### src/rtl/fetch_pkg.sv
// fetch_pkg: shared constants and types for the fetch stage.
//   NOP_INSTR   bubble instruction driven on flush/empty cycles
//   OPC_HALT    opcode field (instr[15:11]) that halts fetching
//   PC_INC      PC increment per fetched 16-bit instruction
//   fetchState_t  FETCH / FLUSH / HALTED state encoding
package fetch_pkg;

  localparam logic [15:0] NOP_INSTR = 16'h0800;
  localparam logic [4:0]  OPC_HALT  = 5'b00000;
  localparam logic [15:0] PC_INC    = 16'd2;

  typedef enum logic [1:0] {
    FETCH  = 2'b00,
    FLUSH  = 2'b01,
    HALTED = 2'b10
  } fetchState_t;

  function automatic logic isHalt(input logic [15:0] instr);
    return instr[15:11] == OPC_HALT;
  endfunction

endpackage

### src/rtl/fetch_pc_reg.sv
// fetch_pc_reg: program counter register with next-PC selection and the
// sticky misaligned-branch error flag.
//   clk       clock
//   rst       synchronous active-high reset (PC <= RESET_PC, err <= 0)
//   redirect  load PC from target (bit 0 forced low)
//   target    redirect address; target[0]=1 sets err
//   advance   PC <= PC + 2 (16-bit wrap)
//   pc        current PC
//   pcPlus2   PC + 2
//   err       sticky misaligned-target flag
module fetch_pc_reg #(
  parameter logic [15:0] RESET_PC = 16'h0000
) (
  input  logic        clk,
  input  logic        rst,
  input  logic        redirect,
  input  logic [15:0] target,
  input  logic        advance,
  output logic [15:0] pc,
  output logic [15:0] pcPlus2,
  output logic        err
);
  import fetch_pkg::*;

  assign pcPlus2 = pc + PC_INC;

  // Priority: reset, redirect, increment, hold.
  always_ff @(posedge clk) begin
    if (rst) begin
      pc  <= RESET_PC;
      err <= 1'b0;
    end else if (redirect) begin
      pc <= {target[15:1], 1'b0};
      if (target[0]) begin
        err <= 1'b1;
      end
    end else if (advance) begin
      pc <= pcPlus2;
    end
  end

endmodule

### src/rtl/fetch_stage.sv
// fetch_stage: first pipeline stage. Owns the PC, drives the multi-cycle
// instruction-memory read handshake and the instruction / next-PC pipeline
// register consumed by decode. Handles stall hold, branch redirect/flush and
// halt quiescence.
//
// Optional feature macro: FETCH_PREFETCH_BUF_EN
//   defined   : one-entry buffer captures a word completing during stall;
//               it drains to decode on the first unstalled edge.
//   undefined : a word completing during stall is dropped and the same
//               address is re-requested after one idle cycle.
//
// Ports:
//   clk, rst      clock; synchronous active-high reset
//   stall         hold pipeline register and PC
//   doBranch      redirect to branchTarget and flush (beats stall/imemDone)
//   branchTarget  redirect address
//   imemRd        read request, held until imemDone
//   imemAddr      read address (PC)
//   imemData      instruction word, valid with imemDone
//   imemDone      one-cycle read completion strobe
//   instrOut      registered instruction to decode
//   nextPcOut     registered PC+2 of instrOut (0 for bubbles)
//   halted        fetch quiesced after a HALT
//   err           sticky misaligned-branch-target flag
module fetch_stage #(
  parameter logic [15:0] RESET_PC  = 16'h0000,
  parameter logic [15:0] NOP_INSTR = fetch_pkg::NOP_INSTR
) (
  input  logic        clk,
  input  logic        rst,
  input  logic        stall,
  input  logic        doBranch,
  input  logic [15:0] branchTarget,
  output logic        imemRd,
  output logic [15:0] imemAddr,
  input  logic [15:0] imemData,
  input  logic        imemDone,
  output logic [15:0] instrOut,
  output logic [15:0] nextPcOut,
  output logic        halted,
  output logic        err
);
  import fetch_pkg::*;

  fetchState_t state;
  logic [15:0] pc;
  logic [15:0] pcPlus2;
  logic        reqActive;
  logic        takeDone;
  logic        accept;
  logic        pcAdvance;

`ifdef FETCH_PREFETCH_BUF_EN
  logic        bufValid;
  logic [15:0] bufInstr;
  logic [15:0] bufNextPc;
  logic        capture;
  logic        drain;
`endif

  always_comb begin
`ifdef FETCH_PREFETCH_BUF_EN
    // Requests pause while the buffer holds an undelivered word.
    reqActive = (state == FETCH) && !bufValid;
`else
    reqActive = (state == FETCH);
`endif
    // A completion only counts while our request is up and no redirect wins.
    takeDone = reqActive && imemDone && !doBranch;
    accept   = takeDone && !stall;
`ifdef FETCH_PREFETCH_BUF_EN
    capture   = takeDone && stall;
    drain     = bufValid && !stall && !doBranch;
    pcAdvance = takeDone;
`else
    pcAdvance = accept;
`endif
  end

  assign imemRd   = reqActive;
  assign imemAddr = pc;
  assign halted   = (state == HALTED);

  fetch_pc_reg #(
    .RESET_PC (RESET_PC)
  ) uPcReg (
    .clk      (clk),
    .rst      (rst),
    .redirect (doBranch),
    .target   (branchTarget),
    .advance  (pcAdvance),
    .pc       (pc),
    .pcPlus2  (pcPlus2),
    .err      (err)
  );

  always_ff @(posedge clk) begin
    if (rst) begin
      state     <= FETCH;
      instrOut  <= NOP_INSTR;
      nextPcOut <= '0;
`ifdef FETCH_PREFETCH_BUF_EN
      bufValid  <= 1'b0;
      bufInstr  <= '0;
      bufNextPc <= '0;
`endif
    end else if (doBranch) begin
      // Redirect also leaves HALTED: the halt was younger than the branch.
      state     <= FLUSH;
      instrOut  <= NOP_INSTR;
      nextPcOut <= '0;
`ifdef FETCH_PREFETCH_BUF_EN
      bufValid  <= 1'b0;
`endif
    end else begin
      if (state == FLUSH) begin
        state <= FETCH;
      end
`ifdef FETCH_PREFETCH_BUF_EN
      // The buffered word is older than anything in flight, so it goes first;
      // a buffered HALT only quiesces fetch once decode actually receives it.
      if (drain) begin
        instrOut  <= bufInstr;
        nextPcOut <= bufNextPc;
        bufValid  <= 1'b0;
        if (isHalt(bufInstr)) begin
          state <= HALTED;
        end
      end else
`endif
      if (accept) begin
        instrOut  <= imemData;
        nextPcOut <= pcPlus2;
        if (isHalt(imemData)) begin
          state <= HALTED;
        end
      end else if (!stall) begin
        instrOut  <= NOP_INSTR;
        nextPcOut <= '0;
      end
`ifdef FETCH_PREFETCH_BUF_EN
      if (capture) begin
        bufValid  <= 1'b1;
        bufInstr  <= imemData;
        bufNextPc <= pcPlus2;
      end
`else
      // Word dropped under stall: idle one cycle, then re-request the same PC.
      if (takeDone && stall) begin
        state <= FLUSH;
      end
`endif
    end
  end

endmodule

### config.mk
export PLATFORM = sky130hd
export DESIGN_NAME = fetch_stage
export DESIGN_NICKNAME = d
export VERILOG_FILES = /design/src/rtl/fetch_pkg.sv /design/src/rtl/fetch_pc_reg.sv /design/src/rtl/fetch_stage.sv
export SDC_FILE = /design/constraint.sdc
export NUM_CORES = 1
export LEC_CHECK = 0
export BUFFER_PORTS_ARGS = -buffer_cell sky130_fd_sc_hd__buf_2
export CORE_ASPECT_RATIO = 1.75
export CORE_MARGIN = 2
export CORE_UTILIZATION = 37
export CTS_BUF_LIST = sky130_fd_sc_hd__clkbuf_4 sky130_fd_sc_hd__clkbuf_8
export DETAILED_ROUTE_END_ITERATION = 12
export PLACE_DENSITY = 0.67
export SLEW_MARGIN = 20
export SYNTH_ARGS = -nofsm -noshare
export SYNTH_HDL_FRONTEND = slang
export SYNTH_HIERARCHICAL = 1
export SYNTH_SLANG_ARGS = --single-unit
### constraint.sdc
create_clock -name clk -period 3.2 [get_ports clk]
set_clock_uncertainty 0.2 [all_clocks]
set_input_delay 0.64 -clock clk [delete_from_list [all_inputs] [get_ports clk]]
set_output_delay 0.64 -clock clk [all_outputs]
set_load 0.02 [all_outputs]
==> results.md, run 1 <==
* Initial core utilization at 37.7%
* Post-DRT Antenna Nets at 0
* Synth Area in XOR/XNOR at 6.14%
* Worst vdd ir at 0.258 mV
* # resized after CTS at 0
* Layout cells sized above 1 at 32.6%
* Worst-path maximum fanout at 24
* Final period utilization at slightly above 70%
* Leak pwr at 1.22 nW
* Ys Warns at 6
* Vias in the first global route at 2121
* Post-synth top area share at 41.3%
* Simple-Gate Fraction of Synth Area at between 20% and 30%
* Hold-fix buffers at CTS at 0
* Max-Cap Viols at 0
* Overall routing resource usage at roughly 18%
* Setup_tns at 0 ns
* Setup-failing EPs final at 0
* Clk buf depth at 2
* IO buf count at 86
* Yosys cell types at 44
* Top cells by area, synth: dfxtp_1, a32oi_1, nor2_1, xor2_1, a311oi_1
* Critical Path RT at 3.20 ns
* CP arrival at ~2.3 ns
* CTS tree: yes
* Worst-margin pin slew at between 0.7 and 0.8 ns
* Die H at 111 µm
* Synth Area in Adders at 0.516%
* FFs w/ async S/R, synth at 0%
* Startpoint Class: register
* M3 GR Usage at 3.05%
* Total CTS buffers at 5
* Die W at 65.2 µm
* H-tree depth at 2
* Via count at around 2300
* Sink Count at 50
* HPWL Detailed at 4430 µm
* Post-CTS setup buffers at 0
* Hold Crit Class: register to register
* Post-synth EDFFs at 0
* Power Total at about 0.0012 W
* Most common cell after layout, fill and taps aside: buf_2
* IO Pins at 88
* First-pass GRT wire length at 10400 µm
* Nature of the critical path endpoint: register
* Worst skew pair latency at 0.30 ns
* CP Class: register to register
* Netlist Area Pre-Place at 2430 µm²
* # rows at 39
* Dominant cell type by area after synthesis: dfxtp_1
* Gpl congestion at 0.774
* Pwr dens at 420 nW/µm²
* Synth Instances at about 270
* Syn avg cell area at 9.09 µm²
* Commonest cells after routing, fill and taps aside: buf_2, nor2_1, dfxtp_1, a32oi_1, xor2_1
* Compound-Gate Fraction of Synth Area at 20.8%
* Final nets at 374
* Final Hold Fails at 0
* Layout Area Growth over Synthesis at 19.7%
* Slew headroom at 52.1%
* Mux contribution to synthesized area at 0.464%
* Post-route DRC at 0
* Main combinational cell family by area after synthesis: simple AND/OR/NAND/NOR gates
* Pre-Repair DR Iteration Count at 4
* Final Critical Period at 2.31 ns
* Root Buffer: clkbuf_8
* #FFs+latches synth at 50
* Register area share after synthesis at between 40 and 50%
* Pins Over Slew Limit at 0
* N_diodes at 0
* Grt total ovfl at 0
* Initial antenna violation count at 0
* GR Layer Usage met2 at just under 30%
* Highest clock rate at ~430 MHz
* Grt met1 use at 22.4%
* Starting DRT DRC Count at 180
* Routed len/inst at ~15 µm
* Status: finished clean
* Final wirelength at 6330 µm
* Largest net degree at the start of global routing at 36
* Worst-path clk slew at 0.09 ns
* Via density at 5.42
* Ys flop type: dfxtp_1
* Core area at 6440 µm²
* RSZ-0062 raised after global routing: no
* Busiest grt layer: met2
* Area of the die at 7250 µm²
-- critical path, stage by stage, from the launching register on --
cell and delay (ns):
dfxtp_1 0.50, nand4_2 0.53, or4_1 0.68, a311oi_1 0.30
-- per-layer routing --
layer	share of wire (%)	wire [µm]
met1	41	2570
met2	52	3320
met3	5.3	336
met4	1.5	97
met5	0	0
-- registers in the layout (all words and copies together), names as in the netlist --
register / cells
uPcReg/err: 1
state: 2
nextPcOut: 16
instrOut: 16
uPcReg/pc: 15
-- final timing paths --
check | from | to | slack (ns) | depth (start not counted)
max reg2reg | uPcReg/pc[4] | uPcReg/pc[11] | 0.89 | 3
min reg2reg | uPcReg/err | uPcReg/err | 0.28 | 2
max | uPcReg/pc[4] | uPcReg/pc[11] | 0.89 | 3
min | uPcReg/err | uPcReg/err | 0.28 | 2
-- synth_stat cells, types with 2 or more instances --
cell	count
o41a_1	2
or3_1	5
xnor2_1	3
buf_4	5
nand4_2	2
a311oi_1	7
clkbuf_1	5
nor3_1	3
nor2_1	52
or4_1	4
nand4_1	4
buf_2	12
xor2_1	14
o31ai_1	4
nor4_1	6
nor4_2	2
inv_1	6
a32oi_1	32
nand2_1	12
a21oi_1	3
nand3_1	2
buf_6	5
dfxtp_1	50
o21ai_0	3
a2111oi_1	2
nor2b_1	2
a211oi_1	3
-- per-stage QoR --
stage / hold WS [ns] / worst slack [ns] / cell area (µm²) / cells / utilization (%)
after global routing: 0.321 / 0.755 / 2900 / 419 / 45.1
final: 0.279 / 0.888 / 2900 / 419 / 45.1
after global placement: 0.257 / 0.760 / 2810 / 411 / 43.6
after floorplan: 0.371 / 0.610 / 2430 / 268 / -
after detailed placement: 0.261 / 0.676 / 2810 / 411 / 43.6
after CTS: 0.282 / 0.901 / 2900 / 419 / 45.1
-- power by group --
part / switching, W / leakage [nW] / internal, W
registers: 0.0000299 / 0.407 / 0.000640
logic: 0.000103 / 0.760 / 0.0000622
clock network: 0.000201 / 0.0517 / 0.000183
-- cell type report --
cell class              count  area [µm²]
flip-flops and latches     50        1000
inverters                   6        22.5
repair buffers             89         453
fillers                   670        3540
clock inverters             1        5.00
multi-input cells         184        1230
well taps                  82         103
clock buffers               7        90.1
-- logic make-up after synthesis --
| group | Yosys count |
|---|---|
| AOI/OAI and AO/OA | 60 |
| xor gates and xnor gates | 17 |
| adders and majority gates | 1 |
| buffers and inverters | 34 |
| DFF | 50 |
| muxes | 1 |
| other | 1 |
| and+or+nand+nor | 103 |
Power figures use the tool's default switching activity.
==> run 2: changes to the inputs <==
- clock period: 3.2 -> 2.4 ns (I/O delays scaled with it)
==> run 2 against run 1 <==
Hold slack worse by 0.076 ns; largest cell class unchanged; die area unchanged; power grew 32%; sequential share of layout area is 0.64 points lower; combinational power grew 42%; design area increased by 1.9%; setup slack lost 0.51 ns; cell count is 1.9% higher; non-clock buffer count rose by 9; clock power increased by 27%; routed wire length is 2.0% higher.
==> results.md, run 2 (synthesis gave the netlist of run 1 again) <==
* Startpoint Class: register
* Routed len/inst at 15.1 µm (about the same)
* Slew headroom at 56.7% (+4.6 points)
* Initial core utilization at 37.7% (unchanged)
* Gpl congestion at 0.776 (+0.30%)
* Post-placement cell area at 2880 µm² (+2.4%)
* Leak pwr at 1.26 nW (+3.1%)
* Worst-path clk slew at 0.09 ns (about the same)
* Final period utilization at 84.3% (+12 points)
* Vias in the first global route at 2204 (+3.9%)
* Commonest cells after routing, fill and taps aside: buf_2, nor2_1, dfxtp_1, a32oi_1, xor2_1
* Root Buffer: clkbuf_8
* Hold-fix buffers at CTS at 0 (unchanged)
* Largest regs: instrOut: 16 flops, nextPcOut: 16 flops, uPcReg/pc: 15 flops
* Die H at 111 µm (unchanged)
* Overall routing resource usage at 17.9% (-0.067 points)
* Pins Over Slew Limit at 0 (unchanged)
* Final nets at 383 (+2.4%)
* First-pass GRT wire length at 10300 µm (-0.93%)
* Post-DRT Antenna Nets at 0 (unchanged)
* RSZ-0062 raised after global routing: no
* Via density at 5.40 (-0.45%)
* Clk buf depth at 2 (unchanged)
* Hold Crit Class: input pin to register
* CP arrival at 2.05 ns (-0.27 ns)
* Setup_tns at 0 ns (unchanged)
* Final wirelength at 6450 µm (+2.0%)
* Worst vdd ir at 0.239 mV (-7.4%)
* Most common cell after layout, fill and taps aside: buf_2
* Layout cells sized above 1 at 34.2% (+1.6 points)
* Initial antenna violation count at 0 (unchanged)
* Pre-Repair DR Iteration Count at 4 (unchanged)
* Post-route DRC at 0 (unchanged)
* Final Critical Period at 2.02 ns (-0.289 ns)
* Layout filler cell count at 640 (-4.5%)
* Final Hold Fails at 0 (unchanged)
* Sink Count at 50 (unchanged)
* Pwr dens at 544 nW/µm² (+30%)
* Worst-path maximum fanout at 5 (-79%)
* Setup-failing EPs final at 0 (unchanged)
* N_diodes at 0 (unchanged)
* Core area at 6440 µm² (unchanged)
* H-tree depth at 2 (unchanged)
* Critical Path RT at 2.43 ns (-0.77 ns)
* CP Class: register to register
* HPWL Detailed at 4560 µm (+3.0%)
* Largest net degree at the start of global routing at 36 (unchanged)
* Die W at 65.2 µm (unchanged)
* Max-Cap Viols at 0 (unchanged)
* IO Pins at 88 (unchanged)
* Status: finished clean
* Nature of the critical path endpoint: register
* Post-route cell area at 2960 µm² (+1.9%)
* Area of the die at 7250 µm² (unchanged)
* Worst skew pair latency at 0.31 ns (about the same)
* # rows at 39 (unchanged)
* Post-CTS setup buffers at 0 (unchanged)
* Starting DRT DRC Count at 83 (-54%)
* Total CTS buffers at 5 (unchanged)
* Via count at 2305 (+1.5%)
* # resized after CTS at 0 (unchanged)
* Highest clock rate at 494 MHz (+14%)
* IO buf count at 86 (unchanged)
* CTS tree: yes
* Worst-margin pin slew at 0.649 ns (-0.0683 ns)
* Grt total ovfl at 0 (unchanged)
* Layout Area Growth over Synthesis at 22.0%
## run 2: cell types whose count changed in the layout (fill, tap and decap cells not counted)
cell / change
inv_6: +1
clkbuf_4: -1
buf_4: +9
clkbuf_8: -1
## run 2: cell type report
type	instances	area [µm²]	share of cell area (%)
multi-input cells	184	1230	41.6
clock inverters	2	13.8	0.465
inverters	6	22.5	0.761
flip-flops and latches	50	1000	33.8
repair buffers	98	520	17.6
well taps	82	103	3.47
clock buffers	5	68.8	2.33
## run 2: path summary, 6_finish.rpt
check / startpoint / endpoint / slack (ns) / cells after the start
max: state[1] / uPcReg/pc[6] / 0.38 / 6
min: branchTarget[0] / uPcReg/err / 0.20 / 3
max reg2reg: state[1] / uPcReg/pc[6] / 0.38 / 6
min reg2reg: uPcReg/err / uPcReg/err / 0.28 / 2
## run 2: layer usage
layer | GRT usage (%) | share of wire (%) | up-vias
li1 | - | - | 1145
met4 | 9.31 | 2.9 | 0
met5 | 0 | 0 | -
met3 | 2.84 | 5.0 | 16
met1 | 21.3 | 42 | 1069
met2 | 30.0 | 51 | 75
## run 2: power breakdown
part	switching [W]	total [W]	internal, W
clock	0.000286	0.000488	0.000202
sequential	0.0000367	0.000889	0.000853
combinational	0.000143	0.000234	0.0000911
total	0.000465	0.00161	0.00115
## run 2: per-stage QoR
step                      instances  utilization, %  hold WS (ns)  power, W  worst slack (ns)
after floorplan                 268               -         0.352   0.00106           0.00379
after global placement          420            44.7         0.246   0.00114             0.244
after detailed placement        420            44.7         0.254   0.00114             0.169
after CTS                       427            45.9         0.198   0.00163             0.362
after global routing            427            45.9         0.226   0.00168             0.153
final                           427            45.9         0.203   0.00161             0.377
## run 2: worst max-delay path: stages, from the launching register on
cell and delay, ns:
dfxtp_1 0.37, nor3b_4 0.19, and2_2 0.22, buf_4 0.15, inv_1 0.05, or4_1 0.50
a311oi_1 0.25
==> run 3: changes to the inputs <==
- PLACE_DENSITY: 0.67 -> 0.69
- clock period: 2.4 -> 1.65 ns (I/O delays scaled with it)
==> run 3 against run 2 <==
The flow now finishes with violations (setup timing); register-to-register slack lost 0.73 ns; die area unchanged; sequential cell count did not move; routed wire length grew 17%; global-route usage increased by 3.1 points; utilization rose by 12 points; via count up 13%; sequential power rose by 45%; clock power up 84%; highest routed layer unchanged.
==> results.md, run 3 (synthesis gave the netlist of run 1 again) <==
* Status: finished, violations left
* Violated checks: setup timing
* FF-to-FF path depth at 6 (unchanged)
* Startpoint Class: register
* N_diodes at 0 (unchanged)
* Sink Count at 50 (unchanged)
* Initial antenna violation count at 0 (unchanged)
* Largest net degree at the start of global routing at 36 (unchanged)
* Crit-path slowest cell: dfxtp_4
* Total CTS buffers at 5 (unchanged)
* Register area at 1030 µm² (+3.4%)
* Pre-Repair DR Iteration Count at 4 (unchanged)
* # rows at 39 (unchanged)
* Core area at 6440 µm² (unchanged)
* Final Hold Fails at 0 (unchanged)
* Worst skew pair latency at 0.31 ns (about the same)
* Highest clock rate at 500 MHz (+1.2%)
* Die H at 111 µm (unchanged)
* Max-Cap Viols at 0 (unchanged)
* Hold WS at 0.0330 ns (-0.170 ns)
* CP max stage delay at 0.37 ns (-0.13 ns)
* Overall routing resource usage at 21.0% (+3.1 points)
* Layout filler cell count at 598 (-6.6%)
* Grt total ovfl at 0 (unchanged)
* Via density at 5.48 (+1.5%)
* Worst Setup EP: uPcReg/pc[9]
* Final Critical Period at 2.00 ns (-0.0232 ns)
* Area of the die at 7250 µm² (unchanged)
* HPWL Detailed at 5100 µm (+12%)
* Hold Crit Class: input pin to register
* Final wirelength at 7550 µm (+17%)
* Reg-to-reg endpoint: uPcReg/pc[9]
* Starting DRT DRC Count at 122 (+47%)
* Root Buffer: clkbuf_8
* Worst reg2reg startpoint: state[1]
* R2R Setup Slk at -0.35 ns (-0.73 ns)
* Combined area of the multi-input logic cells at 1470 µm² (+19%)
* Worst Slack Setup Final at -0.350 ns (-0.727 ns)
* Final nets at 431 (+13%)
* DP Worst Slack at -0.391 ns (-0.560 ns)
* Critical Path RT at 1.67 ns (-0.76 ns)
* Pins Over Slew Limit at 0 (unchanged)
* Worst-path clk slew at 0.10 ns (about the same)
* Commonest cells after routing, fill and taps aside: buf_2, nor2_1, buf_4, dfxtp_1, a32oi_1
* Routed len/inst at 15.9 µm (+5.1%)
* Worst path cell trace: nor3b_4, and2_4, nand4_1, buf_4, or3_4, a311oi_2
* Nature of the critical path endpoint: register
* Pwr dens at 715 nW/µm² (+31%)
* Most common cell after layout, fill and taps aside: buf_2
* Vias in the first global route at 2525 (+15%)
* Initial core utilization at 37.7% (unchanged)
* Worst vdd ir at 0.603 mV (+150%)
* Final period utilization at 121% (+37 points)
* Leak pwr at 1.66 nW (+32%)
* Layout cells sized above 1 at 52.0% (+18 points)
* Largest regs: instrOut: 16 flops, nextPcOut: 16 flops, uPcReg/pc: 15 flops
* Die W at 65.2 µm (unchanged)
* Post-route DRC at 0 (unchanged)
* IO Pins at 88 (unchanged)
* First-pass GRT wire length at 12100 µm (+18%)
* Setup-failing EPs final at 18 (+18)
* Hold-fix buffers at CTS at 0 (unchanged)
* Worst setup startpoint: state[1]
* Post-DRT Antenna Nets at 0 (unchanged)
* CP Class: register to register
* Gpl congestion at 0.807 (+4.0%)
* Layout Area Growth over Synthesis at 52.9%
* Clk buf depth at 2 (unchanged)
* Via count at 2607 (+13%)
* CTS tree: yes
* IO buf count at 86 (unchanged)
* Worst-path maximum fanout at 4 (-1)
* RSZ-0062 raised after global routing: yes
* CP arrival at 2.02 ns (-0.03 ns)
* H-tree depth at 2 (unchanged)
==> run 3: changes by cell type in the layout (fill, tap and decap cells not counted), moves of 4 or more <==
cell,previous run,this run
buf_4,12,48
buf_6,0,12
dfxtp_1,50,37
dfxtp_2,0,6
dfxtp_4,0,7
nor4_1,6,2
nor4_4,0,5
==> run 3: stage by stage <==
| step | util [%] | instance area (µm²) | power [W] | setup TNS [ns] | std cells |
|---|---|---|---|---|---|
| after global routing | 57.6 | 3710 | 0.00277 | -4.40 | 476 |
| final | 57.6 | 3710 | 0.00265 | -2.76 | 476 |
| after CTS | 54.0 | 3480 | 0.00264 | -2.37 | 466 |
| after detailed placement | 50.5 | 3250 | 0.00172 | -3.14 | 452 |
| after global placement | 50.5 | 3250 | 0.00172 | -2.56 | 452 |
| after floorplan | - | 2590 | 0.00156 | -6.16 | 268 |
==> run 3: worst min path at each step <==
stage               startpoint         end  slack [ns]  cells after the start
global placement    uPcReg/err  uPcReg/err        0.24                      2
floorplan                  rst    state[0]        0.20                      1
detailed placement  uPcReg/err  uPcReg/err        0.26                      2
CTS                        rst    state[0]        0.03                      2
global route               rst    state[0]        0.03                      2
finish                     rst    state[0]        0.03                      2
==> run 3: final cells by class <==
class | count | share of cell area (%)
clock buffers | 5 | 1.85
clock inverters | 3 | 1.18
inverters | 6 | 0.607
multi-input cells | 184 | 39.5
flip-flops and latches | 50 | 27.9
well taps | 82 | 2.77
repair buffers | 146 | 26.2
==> run 3: metal layers <==
| metal | up-vias | share of wire, % | GRT usage, % |
|---|---|---|---|
| met5 | - | 0 | 0 |
| met2 | 87 | 54 | 36.7 |
| met3 | 11 | 5.1 | 3.76 |
| li1 | 1237 | - | - |
| met1 | 1272 | 38 | 24.2 |
| met4 | 0 | 2.5 | 9.03 |
==> run 3: what timing repair did <==
action | in CTS | in global routing
pin swaps | 15 | 17
buffers inserted | 6 | 9
resized for setup | 18 | 31
setup endpoints to repair | 21 | 31
gates cloned | 0 | 1
==> run 3: worst max-delay path: cells and delay by family (launching register included) <==
kind | cells | cell delay (ns)
AO/OA/AOI/OAI | 1 | 0.22
AND/OR/NAND/NOR | 4 | 0.91
buffers and inverters | 1 | 0.21
flip-flops | 1 | 0.37
==> run 3: report_power, final <==
part	leakage, nW	internal [W]	switching (W)
combinational	1.19	0.000208	0.000260
sequential	0.414	0.00124	0.0000462
clock	0.0585	0.000455	0.000443
total	1.66	0.00190	0.000749
